## src/rtl/apb_csr_pkg.sv

```systemverilog
// Shared types and helpers for the APB CSR completer and any peripheral-specific
// completers built on the same decode.
package apb_csr_pkg;

    typedef enum logic {
        IDLE,
        ACCESS
    } csr_state_e;

    localparam int ADDR_LSB   = 2;
    localparam int MAX_DATA_W = 256;

    // Callers zero-extend narrower buses into the MAX_DATA_W-wide operands.
    function automatic logic [MAX_DATA_W-1:0] byte_merge(
        input logic [MAX_DATA_W-1:0]   old_v,
        input logic [MAX_DATA_W-1:0]   new_v,
        input logic [MAX_DATA_W/8-1:0] strb
    );
        logic [MAX_DATA_W-1:0] res;
        res = old_v;
        for (int b = 0; b < MAX_DATA_W/8; b++) begin
            if (strb[b]) res[b*8 +: 8] = new_v[b*8 +: 8];
        end
        return res;
    endfunction

endpackage

```

## src/rtl/apb_csr_if.sv

```systemverilog
// APB4 bus bundle between the SoC fabric (master) and a CSR completer (slave).
interface apb_csr_if #(
    parameter int ADDR_W = 12,
    parameter int DATA_W = 32
);
    logic [ADDR_W-1:0]   paddr;
    logic                pwrite;
    logic                psel;
    logic                penable;
    logic [DATA_W/8-1:0] pstrb;
    logic [DATA_W-1:0]   pwdata;
    logic [DATA_W-1:0]   prdata;
    logic                pready;
    logic                pslverr;

    modport master (
        output paddr, pwrite, psel, penable, pstrb, pwdata,
        input  prdata, pready, pslverr
    );

    modport slave (
        input  paddr, pwrite, psel, penable, pstrb, pwdata,
        output prdata, pready, pslverr
    );
endinterface

```

## src/rtl/apb_csr_decode.sv

```systemverilog
// Combinational address decode: register index plus bad-access flag
// (misaligned, out of range, or write to a read-only register).
module apb_csr_decode
    import apb_csr_pkg::*;
#(
    parameter int                  ADDR_W   = 12,
    parameter int                  NUM_REGS = 16,
    parameter logic [NUM_REGS-1:0] RO_MASK  = '0
) (
    input  logic [ADDR_W-1:0]          paddr,
    input  logic                       pwrite,
    output logic [ADDR_W-ADDR_LSB-1:0] index,
    output logic                       err
);
    logic misaligned;
    logic out_of_range;
    logic ro_hit;

    assign index        = paddr[ADDR_W-1:ADDR_LSB];
    assign misaligned   = |paddr[ADDR_LSB-1:0];
    assign out_of_range = int'(index) >= NUM_REGS;

    always_comb begin
        ro_hit = 1'b0;
        for (int i = 0; i < NUM_REGS; i++) begin
            if (int'(index) == i) ro_hit = RO_MASK[i];
        end
    end

    assign err = misaligned | out_of_range | (pwrite & ro_hit);
endmodule

```

## src/rtl/apb_csr_completer.sv

```systemverilog
// APB4 completer owning NUM_REGS x DATA_W CSRs; wait states are enabled with APB_CSR_WAIT_EN.
//   state  | meaning
//   IDLE   | waiting for a setup phase (psel & ~penable)
//   ACCESS | transfer captured; completes when psel & penable & wait count expired
module apb_csr_completer
    import apb_csr_pkg::*;
#(
    parameter int                  ADDR_W      = 12,
    parameter int                  DATA_W      = 32,
    parameter int                  NUM_REGS    = 16,
    parameter logic [NUM_REGS-1:0] RO_MASK     = '0,
    parameter logic [DATA_W-1:0]   RST_VAL     = '0,
    parameter int                  WAIT_STATES = 0
) (
    input  logic                         clk,
    input  logic                         rst_n,
    apb_csr_if.slave                     apb,
    output logic [NUM_REGS*DATA_W-1:0]   reg_q,
    input  logic [NUM_REGS*DATA_W-1:0]   hw_rd,
    output logic [NUM_REGS-1:0]          wr_pulse
);
    localparam int IDX_W  = ADDR_W - ADDR_LSB;
    localparam int STRB_W = DATA_W / 8;
    localparam logic [3:0] WAIT_LOAD = 4'(WAIT_STATES);

    csr_state_e          state_q, state_d;
    logic [IDX_W-1:0]    idx_q, idx_d, dec_idx;
    logic                pwrite_q, pwrite_d;
    logic                err_q, err_d, dec_err;
    logic [STRB_W-1:0]   strb_q, strb_d;
    logic [DATA_W-1:0]   wdata_q, wdata_d;
    logic [DATA_W-1:0]   regs_q [NUM_REGS];
    logic [DATA_W-1:0]   regs_d [NUM_REGS];
    logic [NUM_REGS-1:0] wr_pulse_q, wr_pulse_d;
    logic [DATA_W-1:0]   reg_sel, rd_val, merged;
    logic                wait_done;
    logic                pready;

`ifdef APB_CSR_WAIT_EN
    logic [3:0] wait_cnt_q, wait_cnt_d;
    assign wait_done = (wait_cnt_q == 4'd0);
`else
    logic [3:0] unused_wait_load;
    assign unused_wait_load = WAIT_LOAD;
    assign wait_done = 1'b1;
`endif

    apb_csr_decode #(
        .ADDR_W   (ADDR_W),
        .NUM_REGS (NUM_REGS),
        .RO_MASK  (RO_MASK)
    ) u_decode (
        .paddr  (apb.paddr),
        .pwrite (apb.pwrite),
        .index  (dec_idx),
        .err    (dec_err)
    );

    assign pready = (state_q == ACCESS) & apb.psel & apb.penable & wait_done;

    always_comb begin
        reg_sel = '0;
        rd_val  = '0;
        for (int i = 0; i < NUM_REGS; i++) begin
            if (int'(idx_q) == i) begin
                reg_sel = regs_q[i];
                rd_val  = RO_MASK[i] ? hw_rd[i*DATA_W +: DATA_W] : regs_q[i];
            end
        end
    end

    assign merged = DATA_W'(byte_merge(MAX_DATA_W'(reg_sel), MAX_DATA_W'(wdata_q),
                                       (MAX_DATA_W/8)'(strb_q)));

    assign apb.pready  = pready;
    assign apb.pslverr = pready & err_q;
    assign apb.prdata  = (pready & ~err_q & ~pwrite_q) ? rd_val : '0;

    always_comb begin
        state_d    = state_q;
        idx_d      = idx_q;
        pwrite_d   = pwrite_q;
        strb_d     = strb_q;
        wdata_d    = wdata_q;
        err_d      = err_q;
        wr_pulse_d = '0;
        regs_d     = regs_q;
`ifdef APB_CSR_WAIT_EN
        wait_cnt_d = wait_cnt_q;
`endif
        case (state_q)
            IDLE: begin
                if (apb.psel && !apb.penable) begin
                    state_d  = ACCESS;
                    idx_d    = dec_idx;
                    pwrite_d = apb.pwrite;
                    strb_d   = apb.pstrb;
                    wdata_d  = apb.pwdata;
                    err_d    = dec_err;
`ifdef APB_CSR_WAIT_EN
                    wait_cnt_d = WAIT_LOAD;
`endif
                end
            end
            ACCESS: begin
                // Losing psel before completion abandons the transfer without side effects.
                if (!apb.psel) begin
                    state_d = IDLE;
                end else if (pready) begin
                    state_d = IDLE;
                    if (pwrite_q && !err_q && (|strb_q)) begin
                        for (int i = 0; i < NUM_REGS; i++) begin
                            if (int'(idx_q) == i) begin
                                regs_d[i]     = merged;
                                wr_pulse_d[i] = 1'b1;
                            end
                        end
                    end
                end
`ifdef APB_CSR_WAIT_EN
                else if (wait_cnt_q != 4'd0) begin
                    wait_cnt_d = wait_cnt_q - 4'd1;
                end
`endif
            end
            default: state_d = IDLE;
        endcase
    end

    always_ff @(posedge clk or negedge rst_n) begin
        if (!rst_n) begin
            state_q    <= IDLE;
            idx_q      <= '0;
            pwrite_q   <= 1'b0;
            strb_q     <= '0;
            wdata_q    <= '0;
            err_q      <= 1'b0;
            wr_pulse_q <= '0;
            for (int i = 0; i < NUM_REGS; i++) regs_q[i] <= RST_VAL;
`ifdef APB_CSR_WAIT_EN
            wait_cnt_q <= '0;
`endif
        end else begin
            state_q    <= state_d;
            idx_q      <= idx_d;
            pwrite_q   <= pwrite_d;
            strb_q     <= strb_d;
            wdata_q    <= wdata_d;
            err_q      <= err_d;
            wr_pulse_q <= wr_pulse_d;
            for (int i = 0; i < NUM_REGS; i++) regs_q[i] <= regs_d[i];
`ifdef APB_CSR_WAIT_EN
            wait_cnt_q <= wait_cnt_d;
`endif
        end
    end

    always_comb begin
        reg_q = '0;
        for (int i = 0; i < NUM_REGS; i++) reg_q[i*DATA_W +: DATA_W] = regs_q[i];
    end

    assign wr_pulse = wr_pulse_q;
endmodule

```

## src/flat_wrapper.sv

```systemverilog
// flat-port wrapper written by rule: the top's interface ports become plain ports
module apb_csr_completer_flat import apb_csr_pkg::*;
#(
    parameter int                  ADDR_W      = 12,
    parameter int                  DATA_W      = 32,
    parameter int                  NUM_REGS    = 16,
    parameter logic [NUM_REGS-1:0] RO_MASK     = '0,
    parameter logic [DATA_W-1:0]   RST_VAL     = '0,
    parameter int                  WAIT_STATES = 0
)
  (clk, rst_n, reg_q, hw_rd, wr_pulse, apb_paddr, apb_pwrite, apb_psel, apb_penable, apb_pstrb, apb_pwdata, apb_prdata, apb_pready, apb_pslverr);
  apb_csr_if #(.ADDR_W(ADDR_W), .DATA_W(DATA_W)) apb_i ();
  input  logic clk;
  input  logic rst_n;
  output logic [NUM_REGS*DATA_W-1:0] reg_q;
  input  logic [NUM_REGS*DATA_W-1:0] hw_rd;
  output logic [NUM_REGS-1:0] wr_pulse;
  input wire logic [$bits(apb_i.paddr)-1:0] apb_paddr;
  input wire logic [$bits(apb_i.pwrite)-1:0] apb_pwrite;
  input wire logic [$bits(apb_i.psel)-1:0] apb_psel;
  input wire logic [$bits(apb_i.penable)-1:0] apb_penable;
  input wire logic [$bits(apb_i.pstrb)-1:0] apb_pstrb;
  input wire logic [$bits(apb_i.pwdata)-1:0] apb_pwdata;
  output wire logic [$bits(apb_i.prdata)-1:0] apb_prdata;
  output wire logic [$bits(apb_i.pready)-1:0] apb_pready;
  output wire logic [$bits(apb_i.pslverr)-1:0] apb_pslverr;
  assign apb_i.paddr = apb_paddr;
  assign apb_i.pwrite = apb_pwrite;
  assign apb_i.psel = apb_psel;
  assign apb_i.penable = apb_penable;
  assign apb_i.pstrb = apb_pstrb;
  assign apb_i.pwdata = apb_pwdata;
  assign apb_prdata = apb_i.prdata;
  assign apb_pready = apb_i.pready;
  assign apb_pslverr = apb_i.pslverr;
  apb_csr_completer #(.ADDR_W(ADDR_W), .DATA_W(DATA_W), .NUM_REGS(NUM_REGS), .RO_MASK(RO_MASK), .RST_VAL(RST_VAL), .WAIT_STATES(WAIT_STATES)) u_core (.clk(clk), .rst_n(rst_n), .apb(apb_i), .reg_q(reg_q), .hw_rd(hw_rd), .wr_pulse(wr_pulse));
endmodule
```

## config.mk

```make
export PLATFORM = sky130hd
export DESIGN_NAME = apb_csr_completer_flat
export DESIGN_NICKNAME = d
export VERILOG_FILES = /design/src/rtl/apb_csr_pkg.sv /design/src/rtl/apb_csr_if.sv /design/src/rtl/apb_csr_decode.sv /design/src/rtl/apb_csr_completer.sv /design/src/flat_wrapper.sv
export SDC_FILE = /design/constraint.sdc
export NUM_CORES = 1
export LEC_CHECK = 0
export CAP_MARGIN = 40
export CORE_AREA = 2 2 433 435
export CTS_BUF_LIST = sky130_fd_sc_hd__clkbuf_8
export DETAILED_ROUTE_END_ITERATION = 16
export DIE_AREA = 0 0 435 437
export PLACE_DENSITY_LB_ADDON = 0.2
export REMOVE_ABC_BUFFERS = 1
export SLEW_MARGIN = 25
export SYNTH_ARGS = -nofsm -noshare
export SYNTH_HDL_FRONTEND = slang
export SYNTH_SLANG_ARGS = --single-unit
```

## constraint.sdc

```tcl
create_clock -name clk -period 8.8 [get_ports clk]
set_clock_uncertainty 0.05 [all_clocks]
set_input_delay 1.76 -clock clk [delete_from_list [all_inputs] [get_ports clk]]
set_output_delay 1.76 -clock clk [all_outputs]
set_load 0.005 [all_outputs]
```

Yosys cells after proc, flatten, opt, wreduce, memory -nomap -nowiden
Cells that the tools add are included.
Storage, ports and cells
  flip-flop bits (word level): 577
  bits of input ports: 565
  word-level logic and storage cells: 133
Operators by class
  $lt $le $gt $ge: 1
  equal/unequal tests: 15
  multiplexer cells: 60
  bitwise gates (word level): 9
  reduce and logical (&&, ||, !) cells: 25
Operators with widths (count)
  $mux W32: 32
  $eq A10 B5 Y1 const B: 8
  $reduce_and A5 Y1: 16
  $mux W16: 4
  $eq A10 B4 Y1 const B: 4
  $mux W8: 4
  $eq A10 B3 Y1 const B: 2
  $mux W1: 19
  $eq A10 B2 Y1 const B: 1
  $ge A10 B5 Y1 const B: 1
  $logic_not A10 Y1: 1
  $and A1 B1 Y1: 5
  $reduce_or A4 Y1: 1
  $logic_and A1 B1 Y1: 3
  $not A1 Y1: 3
  $logic_not A1 Y1: 2
  $pmux W1 S2: 1
  $reduce_and A2 Y1: 1
  $reduce_or A2 Y1: 1
  $or A1 B1 Y1: 1

Depth between registers and ports, before layout
Gate-level depths: netlist of run 1.
  depth after elaboration: 18
  mapped depth: 13
  depth with buffers taken out: 7

Cells and area by module
From an unflattened synthesis of run 1, not the netlist that was laid out.
Unflattened totals
  cell total of the unflattened synthesis: 3016
  area, all modules: 29437.0 um^2
By module, submodules not included
  apb_csr_completer: instances 1, cells an instance 3003, area each 29345.6 um^2, sequential area each 14438.8 um^2
  apb_csr_decode: instances 1, cells an instance 13, area each 91.3 um^2, sequential area each 0.0 um^2

Least setup slack after synthesis of run 1
No wires, ideal clock.
  path type: in2out
  start point: input port apb_penable
  end point: output port apb_prdata[1]
  data arrival time: 2.864 ns
  data required time: 6.990 ns
  setup slack: 4.126 ns
  cell stages on the path: 5
  cell sequence: nand3_1 or3_1 clkbuf_1 clkbuf_1 a2111oi_0
On the way
  longest elaborated chain between the ends: 4
RTL lines
  start: declaration: line flat_wrapper.sv:21  | input wire logic [$bits(apb_i.penable)-1:0] apb_penable;
  $and A1 B1 Y1: line apb_csr_completer.sv:59  | assign pready = (state_q == ACCESS) & apb.psel & apb.penable & wait_done;
  $and A1 B1 Y1 (2 in series): line apb_csr_completer.sv:77  | assign apb.prdata = (pready & ~err_q & ~pwrite_q) ? rd_val : '0;
  $mux W32: line apb_csr_completer.sv:77
  end: declaration: line flat_wrapper.sv:24  | output wire logic [$bits(apb_i.prdata)-1:0] apb_prdata;
No other way between the ends.

Final worst setup path of run 1
  start point: register u_core.idx_q[2]
  end point: output port apb_prdata[23]
On the way
  longest elaborated chain between the ends: 18
  elaborated cells on any way between the ends: 33
  classes of those cells: eq/ne: 15; mux: 17; reduce/logical: 1
RTL lines
  start: declaration: line apb_csr_completer.sv:27  | logic [IDX_W-1:0] idx_q, idx_d, dec_idx;
  start signal: assignment: line apb_csr_completer.sv:145  | idx_q <= idx_d;
  $logic_not A10 Y1: line apb_csr_completer.sv:65  | if (int'(idx_q) == i) begin
  $mux W32 (15 in series): line apb_csr_completer.sv:65
  $mux W32 *: line apb_csr_completer.sv:65
  $mux W32 *: line apb_csr_completer.sv:77
Every way passes the cells marked *; elsewhere a longest branch is shown, timed or not.

==> impl_results.md, run 1 <==
* Outcome: completed
* Area leader, netlist: dfrtp_1
* Final #Nets at 4352
* Die Wd at 435 µm
* Syn_area_per_cell at 9.18 µm²
* Worst path max stage delay at 0.93 ns
* First-pass GRT wire length at 287000 µm
* Skew-Pair Late Insertion Delay at 0.91 ns
* Worst setup SP type: flop
* Met3 Use GR at 0.0658
* Slew Viols, Final at 0
* Setup violators final at 0
* Period utilization at 0.889
* # rows at 158
* Final core occ at 0.225
* I/O pins at 1127
* Antenna violations before repair at 18
* WL/cell at 34.2 µm
* Synth top area share at 0.490
* Cell count after placement at 6137
* Gr busiest metal: met2
* WP buf/inv at 3
* Fill cells at 20300
* Final Hold Fails at 0
* Layout area overhead at 41.7%
* Core Region at 0.185 mm²
* Vias at 30500
* Starting Density at 0.159
* GR Util met2 at 0.332
* Fin crit period at 7.83 ns
* IO Port Bufs at 614
* GR Overflow Total at 0
* CP delay by family, top: simple AND/OR/NAND/NOR gates
* Flop and latch count out of synthesis at 577
* P_int at 0.00461 W
* EDFF count, synth at 0
* DRT Pass-1 Iters at 5
* Hold Crit Class: reg2reg
* Cts hold-fix bufs at 0
* Clk pwr share at 0.451
* Async SR Flop Fraction at 1.00
* Switching power at 0.00231 W
* GPL Wtd Cong at 0.820
* DRC Markers at 0
* Crit Path Category: reg2out
* Post-CTS resize count at 0
* Final Non-Filler Cells at 6375
* CTS root buffer: clkbuf_8
* Number of buffers created by CTS at 119
* # Post-CTS Setup Buffers at 0
* Max-cap viol count at 0
* CTS tree: built
* Mapped cell area at 0.0294 mm²
* Yosys warning count at 0
* Top_reg_cell synth: dfrtp_1
* Via density at 4.79
* Post-DP HPWL at 155000 µm
* Worst path most repeated cell: a311oi_1
* Synth Instances at 3206
* Met1 usage at 0.290
* Switch share at 0.334
* Worst path slowest cell: or3_2
* Number of routed nets with antenna violations at 0
* Power share of the combinational group at 0.147
* Post-Layout Inst Area at 0.0417 mm²
* Clk buf depth at 3
* Initial DRC Count at 3066
* Worst path cell trace: or3b_1 > or3_2 > buf_4 > nor2_1 > a2111oi_0 > dlymetal6s2s_1 > a311oi_1 > o21ai_0 > a311oi_1 > clkdlybuf4s50_1
* Largest net degree at the start of global routing at 144
* RSZ-0062 raised after global routing: no
* Fraction of layout cells with a size suffix above 1 at 0.138
* Worst slew pin tran at 0.966 ns
* Required @ worst endpoint at 6.99 ns
* Crit end category: output port
* Area of the die at 0.190 mm²
* DRT Wirelength at 218000 µm
* Peak supply drop at 0.111 mV
* Reg clk slew, reported paths at 0.06 ns
* Post-route setup slack at 0.974 ns
* PD cells at 166 mW/mm²
* DP Worst Slack at 1.92 ns
* Pwr Total at 0.00691 W
* Fmax at 128 MHz
* Die height at 437 µm
* Synth cell types at 94
* Vias in the first global route at 29400
* Peak fanout along the critical path at 32
* Leakage at 16.3 nW
* Worst EP arrival at 6.02 ns
* Clk sinks at 577
* Sequential group share of total power at 0.401
* CTS H-tree lvls at 3
* Seq/Total Area, Yosys at 0.490
* Rel. slew slack at 0.356
* Tot GR Track Use at 0.222
* Placed instance area at 0.0390 mm²
* Top cells by area, synth: dfrtp_1 (49%), a31oi_1 (6.3%), nor2_1 (5.6%), o21ai_0 (3.9%), nand2_1 (3.6%)
[per-stage QoR]
| stage | hold slack [ns] | TNS, ns |
|---|---|---|
| finish | 0.457 | 0 |
| global route | 0.472 | 0 |
| CTS | 0.455 | 0 |
| detailed placement | 0.443 | 0 |
| global placement | 0.432 | 0 |
| floorplan | 0.423 | -91.35 |
[cells in the final DEF (no fill, tap or decap), types with 31 or more instances in the layout]
| master | netlist | layout |
|---|---|---|
| nor2_1 | 442 | 435 |
| o21ai_0 | 229 | 229 |
| mux2i_1 | 68 | 68 |
| clkbuf_8 | 0 | 157 |
| a22oi_1 | 69 | 69 |
| mux2_2 | 84 | 84 |
| nor4_1 | 32 | 31 |
| nand2_1 | 284 | 281 |
| nor3_1 | 48 | 43 |
| inv_1 | 19 | 51 |
| clkdlybuf4s50_1 | 0 | 613 |
| nand3_1 | 89 | 87 |
| a31oi_1 | 296 | 296 |
| buf_4 | 6 | 110 |
| o211ai_1 | 37 | 37 |
| dfrtp_1 | 577 | 573 |
| a21oi_1 | 182 | 181 |
[worst reg2reg max path, cell delays in order, from the launching register on]
cell and delay (ns):
dfrtp_4 0.86, or4b_4 0.77, buf_16 0.26, nor2_4 0.48, buf_4 0.64, nand2_2 0.61
inv_2 0.60, buf_4 0.33, nor2_1 0.08, a31oi_1 0.13
[cell usage after synthesis, drive strengths merged, types with 10 or more instances]
master and n:
dfrtp 577, nor2 445, a31oi 297, nand2 284, o21ai 245, clkbuf 198
a21oi 192, buf 107, nand3 89, mux2 84, a22oi 70, mux2i 68
nor3 55, o211ai 38, nor4 35, inv 33, and3 28, a211oi 21
nand4 20, o21a 19, o22ai 19, a221oi 18, o2bb2ai 17, and3b 16
a211o 15, a21o 14, o2111ai 14, or3 14, o221ai 12, a2bb2oi 11
and2 11, nand3b 10, or4 10
[layout make-up]
cell class	count	area [µm²]	share of cell area
clock inverters	60	378	0.00906
clock buffers	157	2160	0.0518
well taps	2480	3100	0.0744
inverters	36	149	0.00357
repair buffers	765	7660	0.184
multi-input cells	2288	13800	0.330
flip-flops and latches	577	14500	0.346
diodes	12	30.0	0.000720
[path summary, 6_finish.rpt]
kind / start / end / slack (ns) / depth (start not counted)
worst max-delay path: u_core.idx_q[2]$_DFFE_PN0P_ / apb_prdata[23] / 0.97 / 10
min in group asynchronous: rst_n / u_core.reg_q[111]$_DFFE_PN0P_ / 0.92 / 1
worst max register to register: u_core.idx_q[0]$_DFFE_PN0P_ / u_core.reg_q[52]$_DFFE_PN0P_ / 3.87 / 9
worst min register to register: u_core.wdata_q[31]$_DFFE_PN0P_ / u_core.wdata_q[31]$_DFFE_PN0P_ / 0.46 / 1
worst min-delay path: u_core.wdata_q[31]$_DFFE_PN0P_ / u_core.wdata_q[31]$_DFFE_PN0P_ / 0.46 / 1
max in group asynchronous: rst_n / u_core.reg_q[426]$_DFFE_PN0P_ / 6.32 / 2
[sequential cells by signal (all words and copies together), names as in the netlist]
name,cells
u_core.reg_q,512
u_core.wdata_q,32
u_core.wr_pulse,16
u_core.idx_q,10
u_core.strb_q,4
u_core.err_q,1
u_core.pwrite_q,1
u_core.state_q,1
[per-layer routing]
layer / wire, µm / up-vias
li1: - / 13000
met5: 0 / -
met4: 11700 / 0
met1: 93900 / 15600
met3: 18400 / 359
met2: 93600 / 1566
[power groups by stage]
stage,combinational [W],clock [W],sequential (W)
CTS,0.00101,0.00320,0.00278
global placement,0.000977,0,0.00283
finish,0.00102,0.00312,0.00277
detailed placement,0.00101,0,0.00283
global route,0.00105,0.00331,0.00278
floorplan,0.000337,0,0.00284
[kinds of logic after synthesis]
logic type | share of synthesized area
AO/OA/AOI/OAI | 0.239
flip-flops | 0.490
multiplexers | 0.0591
AND/OR/NAND/NOR | 0.163
buffers and inverters | 0.0487
Note: power is estimated with default switching activity, not from simulation.
==> run 2, diff against run 1 <==
--- a/config.mk
+++ b/config.mk
@@ -6,10 +6,12 @@
 export NUM_CORES = 1
 export LEC_CHECK = 0
 export CAP_MARGIN = 40
-export CORE_AREA = 2 2 433 435
+export CELL_PAD_IN_SITES_DETAIL_PLACEMENT = 0
+export CELL_PAD_IN_SITES_GLOBAL_PLACEMENT = 2
+export CORE_AREA = 2 2 439 441
 export CTS_BUF_LIST = sky130_fd_sc_hd__clkbuf_8
 export DETAILED_ROUTE_END_ITERATION = 16
-export DIE_AREA = 0 0 435 437
+export DIE_AREA = 0 0 441 443
 export PLACE_DENSITY_LB_ADDON = 0.2
 export REMOVE_ABC_BUFFERS = 1
 export SLEW_MARGIN = 25
==> impl_results.md, run 2 (synthesis gave the netlist of run 1 again) <==
* Initial DRC Count at 2376
* P_int at 0.00460 W
* DRT Wirelength at 228000 µm
* Vias at 30000
* First-pass GRT wire length at 299000 µm
* Area of the die at 0.195 mm²
* Post-DP HPWL at 159000 µm
* Layout area overhead at 42.1%
* CP delay by family, top: simple AND/OR/NAND/NOR gates
* Final #Nets at 4373
* Worst path max stage delay at 0.84 ns
* Clk buf depth at 3
* Post-Layout Inst Area at 0.0418 mm²
* CTS H-tree lvls at 4
* Die Wd at 441 µm
* Hold Path Stages at 1
* Crit Path Category: reg2out
* Max-cap viol count at 0
* Switch share at 0.338
* Power share of the combinational group at 0.151
* Clk sinks at 577
* I/O pins at 1127
* GR Overflow Total at 0
* Worst path cell trace: buf_4 > or2_4 > nor3_4 > buf_4 > nand2_1 > o2111ai_1 > a221oi_2 > nor2_1 > nor4_1 > clkdlybuf4s50_1
* Core Region at 0.191 mm²
* Antenna violations before repair at 22
* # rows at 161
* Required @ worst endpoint at 6.99 ns
* Tot GR Track Use at 0.229
* CTS root buffer: clkbuf_8
* Hold Crit Class: reg2reg
* Cts hold-fix bufs at 0
* DRC Markers at 0
* Crit end category: output port
* Reg clk slew, reported paths at 0.06 ns
* WP buf/inv at 3
* Commonest cells after routing, fill and taps aside: clkdlybuf4s50_1 (613), dfrtp_1 (570), nor2_1 (435), a31oi_1 (295), nand2_1 (281)
* Number of buffers created by CTS at 132
* PD cells at 166 mW/mm²
* CTS tree: built
* Sequential group share of total power at 0.399
* Worst setup SP type: flop
* Max reg flops at 512
* Placed instance area at 0.0392 mm²
* Setup violators final at 0
* Worst slew pin tran at 1.02 ns
* Die height at 443 µm
* RSZ-0062 raised after global routing: no
* Most common cell after layout, fill and taps aside: clkdlybuf4s50_1
* Switching power at 0.00234 W
* Largest net degree at the start of global routing at 134
* Final Hold Fails at 0
* Period utilization at 0.875
* Skew-Pair Late Insertion Delay at 0.92 ns
* Worst r2r path cells at 11
* TNS Setup at 0 ns
* Starting Density at 0.154
* Hold slack at 0.454 ns
* Fin crit period at 7.70 ns
* # Post-CTS Setup Buffers at 0
* Vias in the first global route at 29600
* Post-CTS resize count at 0
* DRT Pass-1 Iters at 5
* Peak fanout along the critical path at 30
* Levels on crit path at 10
* Rel. slew slack at 0.318
* Number of routed nets with antenna violations at 0
* WL/cell at 35.5 µm
* Via density at 4.67
* Outcome: completed
* Worst path most repeated cell: buf_4
* Final core occ at 0.219
* Leakage at 16.3 nW
* Peak supply drop at 0.120 mV
* Clk pwr share at 0.450
* Worst path slowest cell: or2_4
* Fmax at 130 MHz
* Worst EP arrival at 5.89 ns
* IO Port Bufs at 614
* GPL Wtd Cong at 0.785
* Slew Viols, Final at 0
* Fraction of layout cells with a size suffix above 1 at 0.139
[run 2: path summary, 6_finish.rpt]
| check | startpoint | endpoint | slack (ns) |
|---|---|---|---|
| hold reg to reg | u_core.wdata_q[14]$_DFFE_PN0P_ | u_core.wdata_q[14]$_DFFE_PN0P_ | 0.45 |
| setup reg to reg | u_core.idx_q[2]$_DFFE_PN0P_ | u_core.reg_q[490]$_DFFE_PN0P_ | 3.54 |
| setup / recovery | u_core.idx_q[2]$_DFFE_PN0P_ | apb_prdata[29] | 1.10 |
| max in group asynchronous | rst_n | u_core.reg_q[237]$_DFFE_PN0P_ | 6.34 |
| min in group asynchronous | rst_n | u_core.wr_pulse[11]$_DFF_PN0_ | 0.83 |
| hold / removal | u_core.wdata_q[14]$_DFFE_PN0P_ | u_core.wdata_q[14]$_DFFE_PN0P_ | 0.45 |
[run 2: metrics by stage]
step           total power (W)  cells  worst slack (ns)
2_1_floorplan          0.00317   2901             -1.55
3_3_place_gp           0.00386   6165              1.89
3_5_place_dp           0.00388   6194              1.91
4_1_cts                0.00707   6412              1.06
5_1_grt                0.00721   6420              1.01
6_report               0.00694   6425              1.10
[run 2: layout make-up]
type | instances | area [µm²]
clock buffers | 159 | 2190
fillers | 20900 | 149000
repair buffers | 773 | 7720
well taps | 2526 | 3160
clock inverters | 59 | 324
inverters | 36 | 158
flip-flops and latches | 577 | 14500
multi-input cells | 2288 | 13800
diodes | 7 | 17.5
[run 2: worst reg2reg max path, cell delays in order (launching register included)]
cell and delay (ns):
dfrtp_4 0.60, buf_4 0.60, and2_1 0.72, nand2_1 0.28, buf_4 0.29, nor3_1 0.25, buf_4 0.26, nand2_1 0.30
clkinv_2 0.50, buf_4 0.58, nand2_1 0.39, mux2_2 0.34
[run 2: power groups by stage]
stage / clock, W / sequential (W) / combinational, W
finish: 0.00312 / 0.00277 / 0.00105
global route: 0.00334 / 0.00278 / 0.00109
CTS: 0.00323 / 0.00277 / 0.00106
detailed placement: 0 / 0.00282 / 0.00106
global placement: 0 / 0.00282 / 0.00104
floorplan: 0 / 0.00284 / 0.000337
[run 2: per-layer routing]
| metal | track usage | vias up | share of wire |
|---|---|---|---|
| li1 | - | 13000 | - |
| met1 | 0.315 | 15500 | 0.46 |
| met5 | 0 | - | 0 |
| met3 | 0.0576 | 242 | 0.070 |
| met2 | 0.352 | 1264 | 0.45 |
| met4 | 0.0639 | 0 | 0.026 |
